### src/rtl/noc_local_injector.sv
// noc_local_injector: transmit side of the router local port.
// Turns a packet request (YX destination + payload length) and a payload
// word stream into head/body/tail flits behind a registered valid/ready slot.
// Optional build macro NOC_INJ_SEQ_EN: adds a 4-bit packet sequence counter
// carried in header bits [23:20]; without it those bits are zero.
module noc_local_injector #(
    parameter int unsigned FLIT_W      = 32,
    parameter logic [7:0]  ROUTER_ADDR = 8'h00,
    parameter int unsigned MAX_LEN     = 15
) (
    input  logic              clk_i,
    input  logic              rst_ni,
    input  logic              req_valid_i,
    output logic              req_ready_o,
    input  logic [7:0]        req_dest_i,
    input  logic [3:0]        req_len_i,
    input  logic              data_valid_i,
    input  logic [FLIT_W-1:0] data_i,
    output logic              data_ready_o,
    output logic              flit_valid_o,
    output logic [FLIT_W-1:0] flit_data_o,
    output logic [1:0]        flit_type_o,
    input  logic              flit_ready_i,
    output logic              busy_o
);

    typedef enum logic {
        IDLE,
        BODY
    } state_t;

    localparam logic [3:0] MAX_LEN_L = 4'(MAX_LEN);

    localparam logic [1:0] TYPE_HEAD      = 2'b00;
    localparam logic [1:0] TYPE_BODY      = 2'b01;
    localparam logic [1:0] TYPE_TAIL      = 2'b10;
    localparam logic [1:0] TYPE_HEAD_TAIL = 2'b11;

    state_t            state_q, state_d;
    logic [3:0]        remaining_q, remaining_d;
    logic              slot_free;
    logic [3:0]        eff_len;
    logic [3:0]        seq_field;
    logic [FLIT_W-1:0] header;
    logic              load_en;
    logic [FLIT_W-1:0] load_data;
    logic [1:0]        load_type;

    // The slot can take a new flit when empty or when its flit leaves this cycle.
    assign slot_free = !flit_valid_o || flit_ready_i;
    assign busy_o    = (state_q != IDLE);
    assign eff_len   = (req_len_i > MAX_LEN_L) ? MAX_LEN_L : req_len_i;

`ifdef NOC_INJ_SEQ_EN
    logic [3:0] seq_q;
    logic       hdr_fire;

    assign hdr_fire  = req_valid_i && req_ready_o;
    assign seq_field = seq_q;

    // Packet sequence counter, advances once per accepted header (wraps naturally).
    always_ff @(posedge clk_i) begin
        if (!rst_ni) begin
            seq_q <= '0;
        end else if (hdr_fire) begin
            seq_q <= seq_q + 4'd1;
        end
    end
`else
    assign seq_field = '0;
`endif

    // Header flit assembly: dest, source, clamped length, sequence; rest zero.
    always_comb begin
        header        = '0;
        header[7:0]   = req_dest_i;
        header[15:8]  = ROUTER_ADDR;
        header[19:16] = eff_len;
        header[23:20] = seq_field;
    end

    // Next-state logic, handshakes and slot load selection.
    always_comb begin
        state_d      = state_q;
        remaining_d  = remaining_q;
        req_ready_o  = 1'b0;
        data_ready_o = 1'b0;
        load_en      = 1'b0;
        load_data    = header;
        load_type    = TYPE_HEAD;
        case (state_q)
            IDLE: begin
                req_ready_o = slot_free;
                if (req_valid_i && slot_free) begin
                    load_en   = 1'b1;
                    load_data = header;
                    if (eff_len == 4'd0) begin
                        load_type = TYPE_HEAD_TAIL;
                    end else begin
                        load_type   = TYPE_HEAD;
                        state_d     = BODY;
                        remaining_d = eff_len;
                    end
                end
            end
            BODY: begin
                data_ready_o = slot_free;
                if (data_valid_i && slot_free) begin
                    load_en     = 1'b1;
                    load_data   = data_i;
                    remaining_d = remaining_q - 4'd1;
                    if (remaining_q == 4'd1) begin
                        load_type = TYPE_TAIL;
                        state_d   = IDLE;
                    end else begin
                        load_type = TYPE_BODY;
                    end
                end
            end
            default: state_d = IDLE;
        endcase
    end

    // State and remaining-payload counter registers.
    always_ff @(posedge clk_i) begin
        if (!rst_ni) begin
            state_q     <= IDLE;
            remaining_q <= '0;
        end else begin
            state_q     <= state_d;
            remaining_q <= remaining_d;
        end
    end

    // Output slot: load replaces contents, otherwise drains on handshake and holds on stall.
    always_ff @(posedge clk_i) begin
        if (!rst_ni) begin
            flit_valid_o <= 1'b0;
            flit_data_o  <= '0;
            flit_type_o  <= '0;
        end else if (load_en) begin
            flit_valid_o <= 1'b1;
            flit_data_o  <= load_data;
            flit_type_o  <= load_type;
        end else if (flit_ready_i) begin
            flit_valid_o <= 1'b0;
        end
    end

endmodule

### config.mk
export PLATFORM = sky130hd
export DESIGN_NAME = noc_local_injector
export DESIGN_NICKNAME = d
export VERILOG_FILES = /design/src/rtl/noc_local_injector.sv
export SDC_FILE = /design/constraint.sdc
export NUM_CORES = 1
export LEC_CHECK = 0
export CAP_MARGIN = 20
export CORE_ASPECT_RATIO = 0.8
export CORE_MARGIN = 4
export CORE_UTILIZATION = 41
export CTS_BUF_LIST = sky130_fd_sc_hd__clkbuf_8
export DETAILED_ROUTE_END_ITERATION = 8
export HOLD_SLACK_MARGIN = 0.03
export PLACE_DENSITY = 0.82
export SLEW_MARGIN = 5
export SYNTH_ARGS = -nofsm -noshare
export SYNTH_HDL_FRONTEND = slang
export SYNTH_SLANG_ARGS = --single-unit
### constraint.sdc
create_clock -name clk_i -period 1.4 [get_ports clk_i]
set_input_delay 0.21 -clock clk_i [delete_from_list [all_inputs] [get_ports clk_i]]
set_output_delay 0.21 -clock clk_i [all_outputs]
set_load 0.02 [all_outputs]
After elaboration in Yosys (flattened, before gate mapping)
Index checks and enable logic that the tools add are counted.
{"block": "totals", "ff_bits": 40, "in_bits": 49, "wordCells": 43}
{"block": "classes", "addsub": 1, "order_cmp": 1, "eq_ne": 4, "muxes": 24, "bitwise": 1, "n_reduce_logical": 7}
{"cell": "case mux 32 bit (2 select lines)", "n": 1}
{"cell": "2-to-1 mux 32 bit", "n": 1}
{"cell": "2-to-1 mux 4 bit", "n": 4}
{"cell": "2-to-1 mux 1 bit", "n": 10}
{"cell": "2-to-1 mux 2 bit", "n": 4}
{"cell": "case mux 4 bit (2 select lines)", "n": 1}
{"cell": "equality test 4 x 1 -> 1 bit, second input constant", "n": 1}
{"cell": "> comparator 4 bit, second input constant", "n": 1}
{"cell": "zero test 4 bit", "n": 1}
{"cell": "!= test 2 bit, second input constant", "n": 2}
{"cell": "case mux 1 bit (2 select lines)", "n": 2}
{"cell": "case mux 2 bit (2 select lines)", "n": 1}
{"cell": "subtractor 4 x 1 -> 4 bit, second input constant", "n": 1}
{"cell": "AND reduction 3 bit", "n": 1}
{"cell": "logical AND 1 bit", "n": 2}
{"cell": "!= test 2 x 1 -> 1 bit, second input constant", "n": 1}
{"cell": "nonzero test 2 bit", "n": 1}
{"cell": "zero test 1 bit", "n": 1}
{"cell": "logical OR 1 bit", "n": 1}
{"cell": "inverter 1 bit", "n": 1}

Logic depth before layout (Yosys ltp)
{"block": "depth", "ltp_word": 6, "depth_mapped": 7}

Worst setup path before layout
No wires, ideal clock.
{"block": "synth_timing", "path_type": "register -> register", "start": "reg flit_valid_o", "end": "reg flit_data_o[10]", "setup_time_ns": 0.070, "t_arrival_ns": 1.340, "required_time_ns": 1.330, "setup_slack_ns": -0.010, "stages_incl_launch_ff": 7, "cell_sequence": "dfxtp_1 > nand2b_1 > clkbuf_1 > nand3_1 > clkbuf_1 > nand3_1 > a21oi_1"}
{"block": "synth_between", "elab_chain_len": 5}
{"item": "from (decl)", "line_no": "20", "source": "output logic flit_valid_o,"}
{"item": "from (signal assigned)", "line_no": "138", "source": "flit_valid_o <= 1'b0;"}
{"item": "from (signal assigned)", "line_no": "142", "source": "flit_valid_o <= 1'b1;"}
{"item": "from (signal assigned)", "line_no": "146", "source": "flit_valid_o <= 1'b0;"}
{"item": "zero test 1 bit (*)", "line_no": "50", "source": "assign slot_free = !flit_valid_o || flit_ready_i;"}
{"item": "logical OR 1 bit (*)", "line_no": "50"}
{"item": "logical AND 1 bit, on equally long branches", "line_no": "108, 94"}
{"item": "2-to-1 mux 32 bit, or another cell as far along", "line_no": "108", "source": "if (data_valid_i && slot_free) begin"}
{"item": "case mux 32 bit (2 select lines) / case mux 1 bit (2 select lines) (equally long branches)", "line_no": "91", "source": "case (state_q)"}
{"item": "to (signal assigned)", "line_no": "143", "source": "flit_data_o <= load_data;"}
{"item": "to (decl)", "line_no": "21", "source": "output logic [FLIT_W-1:0] flit_data_o,"}
Every way passes the cells marked *; elsewhere a longest branch is shown, timed or not.
A chain may end at the register's enable or synchronous reset.

Worst setup path in the final report
{"block": "layout_timing", "start": "in req_len_i[2]", "end": "reg flit_type_o[1]"}
{"block": "layout_between", "elab_chain_len": 6}
{"item": "from (decl)", "line_no": "16", "source": "input logic [3:0] req_len_i,"}
{"item": "> comparator 4 bit", "line_no": "52", "source": "assign eff_len = (req_len_i > MAX_LEN_L) ? MAX_LEN_L : req_len_i;"}
{"item": "2-to-1 mux 4 bit (*)", "line_no": "52"}
{"item": "zero test 4 bit (*)", "line_no": "97", "source": "if (eff_len == 4'd0) begin"}
{"item": "2-to-1 mux 2 bit (*)", "line_no": "97"}
{"item": "2-to-1 mux 2 bit (*)", "line_no": "94", "source": "if (req_valid_i && slot_free) begin"}
{"item": "case mux 2 bit (2 select lines) (*)", "line_no": "91"}
{"item": "to (signal assigned)", "line_no": "144", "source": "flit_type_o <= load_type;"}
{"item": "to (decl)", "line_no": "22", "source": "output logic [1:0] flit_type_o,"}
Marks and branches as above.

==> reports/metrics.cfg <==
[outcome]
status = complete, no violations

[global_route]
grt_max_degree = 28
track_usage_pct = 21.2
gr-total-overflow = 0
grt_pass1_wl_um = 8740
grt_pass1_vias = 1989
grt_antenna_before_repair = 0

[power_and_ir_drop]
switching_share_pct = 26.7
pwr-share-clk_pct = 33.5
p_switching_uw = 807
p_seq_share_pct = 41.8
p_comb_share_pct = 24.6
power.total_mw = 3.02
p_leak_nw = 1.29
p_int_mw = 2.22
irDropWorstVdd_mv = 0.534
power_per_cell_area_nw_per_um2 = 1020

[critical_path]
critPathBufInv = 1
crit_slowest_cell = or4_4
worst-r2r-setup-slack_ps = 40
max_stage_delay_ps = 550
arrival_ps = 1590
path_class = in2reg
cpLargestDelayFamily = simple AND/OR/NAND/NOR gates
rr_worst_depth = 6
cp-start-kind = input pin
path_cells = dlygate4sd2_1 -> or4_4 -> or3_4 -> a31oi_4
crit_path_max_fanout = 4
rr_startpoint = busy_o
worst_setup_path_end_kind = flip-flop
r2r_end = flit_data_o[0]
cp_data_required_time_ps = 1620

[layout]
syn2layout_area_growth_pct = 72.0
antenna_cells = 0
finalNetCount = 370
final_util_pct = 75.4
n_fill_cell = 305
drive_gt1_share_pct = 17.2

[floorplan]
die_w_um = 80.5
initial_utilization_pct = 43.9
die_h_um = 66.0
design.core.area_um2 = 3930
dieArea_um2 = 5310
fp-row-count = 20
ioPinCount = 87

[detailed_routing]
wirelength_um = 5610
drt-initial-drc-count = 75
firstDrtPassIters = 4
ant_nets = 0
vias_per_cell = 5.13
wire_per_inst_um = 15.0
vias = 1922
drc = 0

[place]
place_congestion = 0.794
portBuffers = 86
pre_cts_ws_ps = -421
dp_hpwl_um = 3770

[flow_run]
max_cap_viol_count = 0

[synthesis]
synth_cell_types = 33
syn_area_um2 = 1720
synth_seq_cells = 40
yosys_warnings = 0
ys_seq_area_share_pct = 46.5
synth.net_count = 268
netlist_instances = 217
avgSynthCellArea_um2 = 7.94

[hold_path]
min_path_type = in2reg
whs_path_depth = 4
holdPathEnd = flit_data_o[19]
min_from = req_len_i[3]

[timing]
timing.hold.ws_ps = 410
finalClockSkew_ps = 3.54
fin_crit_sh_pct = 98.3
hold_violations = 0
fin_setup_tns_ps = 0
report.final.setup_viol = 0
rsz0062_at_grt = yes
max_freq_ghz = 0.726
period_needed_ps = 1380
relSlewSlack_pct = 79.4
worst_slack_ps = 23.1
slew_violations = 0
tightest_slew_ps = 306

[clock_network]
clk_pin_slew_worst_paths_ps = 70
postCtsHoldBufs = 0
cts_made_buffers = 5
insertion_delay_ps = 290
clock_sinks = 40
cts_tree = done
cts_buffer_depth = 2
htreeDepth = 2
cts_root_buffer = clkbuf_8

==> final cells by class <==
class,count,area [um^2],area share [%]
Timing Repair Buffer,113,1070,36.1
Multi-Input combinational cell,155,877,29.6
Sequential cell,40,807,27.2
Clock buffer,7,96.3,3.25
Tap cell,55,68.8,2.32
Clock inverter,1,30.0,1.01
Inverter,4,15.0,0.507
==> what timing repair did <==
action / 4_1_cts / 5_1_grt
gates resized for setup: 63 / 13
setup endpoints to repair: 73 / 13
pin swaps: 5 / 5
gates cloned: 1 / 0
setup buffers: 3 / 4
==> worst min-delay path: stages <==
cell and delay (ps):
clkdlybuf4s15_1 180, buf_4 140, nand2_1 50, a311oi_1 70
==> kinds of logic after synthesis <==
| family | synth area share [%] |
|---|---|
| compound gates | 17.9 |
| fa+ha+maj | 1.45 |
| buf+inv | 6.83 |
| flops | 46.5 |
| mux | 0.581 |
| simple gates | 26.7 |
==> through the flow <==
stage | area (um^2) | std cells
after floorplan | 1730 | 217
after global placement | 2750 | 361
after detailed placement | 2750 | 361
after CTS | 2910 | 372
after global routing | 2960 | 375
final | 2960 | 375
==> cell usage after synthesis <==
master          n  area share [%]
nand2_1        50              11
dfxtp_1        40              46
a21oi_1        27             7.8
nand3_1        27             7.8
nor2_1         14             3.1
a311oi_1       11             5.6
clkbuf_1        9             2.0
a31oi_1         4             1.5
buf_2           4             1.2
inv_1           4            0.87
buf_4           2            0.87
ha_1            2             1.5
nor2b_1         2            0.73
o22ai_1         2            0.73
a221o_1         1            0.58
a22oi_1         1            0.44
and2_1          1            0.36
and2b_1         1            0.44
and3_1          1            0.36
buf_6           1            0.65
clkbuf_8        1            0.80
dlygate4sd1_1   1            0.51
mux2i_1         1            0.58
nand2b_1        1            0.36
nor2_2          1            0.36
nor3b_1         1            0.44
nor4_1          1            0.36
o21ai_0         1            0.29
o31a_1          1            0.51
o32ai_1         1            0.51
or2b_2          1            0.51
or3_1           1            0.36
or4_4           1            0.65
==> worst max path at each step <==
stage	startpoint	endpoint	depth (start not counted)
floorplan	busy_o	flit_data_o[17]	5
global route	busy_o	flit_data_o[19]	6
detailed placement	req_len_i[3]	flit_type_o[1]	4
global placement	flit_ready_i	data_ready_o	4
finish	req_len_i[2]	flit_type_o[1]	4
CTS	busy_o	flit_data_o[17]	6
==> registers in the layout (all words and copies together), names as in the netlist <==
register and flops:
flit_data_o 32, remaining_q 4, flit_type_o 2, busy_o 1
flit_valid_o 1
==> power groups by stage <==
stage                     logic [mW]  clock network [mW]  registers [mW]
final                          0.745                1.01            1.27
after global routing           0.799                1.08            1.27
after CTS                      0.726                1.03            1.26
after detailed placement       0.728                   0            1.29
after global placement         0.719                   0            1.28
after floorplan                0.264                   0            1.36
==> metal layers <==
metal  track usage, %  routed length (um)  up-vias
li1                 -                   -      958
met1             23.5                2330      879
met2             37.3                2690       74
met3             6.27                 485       11
met4             9.70                 113        0
met5                0                   0        -
==> placed cells by master (no fill, tap or decap), types with 2 or more instances in the layout <==
cell type        count
a31oi_1              3
nand2_1             48
ha_1                 2
a21oi_1             27
dfxtp_1             37
inv_1                4
a311oi_2             2
nand3_1             25
nand2_2              2
clkbuf_8             7
dfxtp_2              2
clkdlybuf4s50_1     42
a311oi_1             9
nor2_1              14
buf_4               22
dlygate4sd2_1       40
buf_12               2
o22ai_1              2
nand3_2              2
buf_6                2
Power figures use the tool's default switching activity.
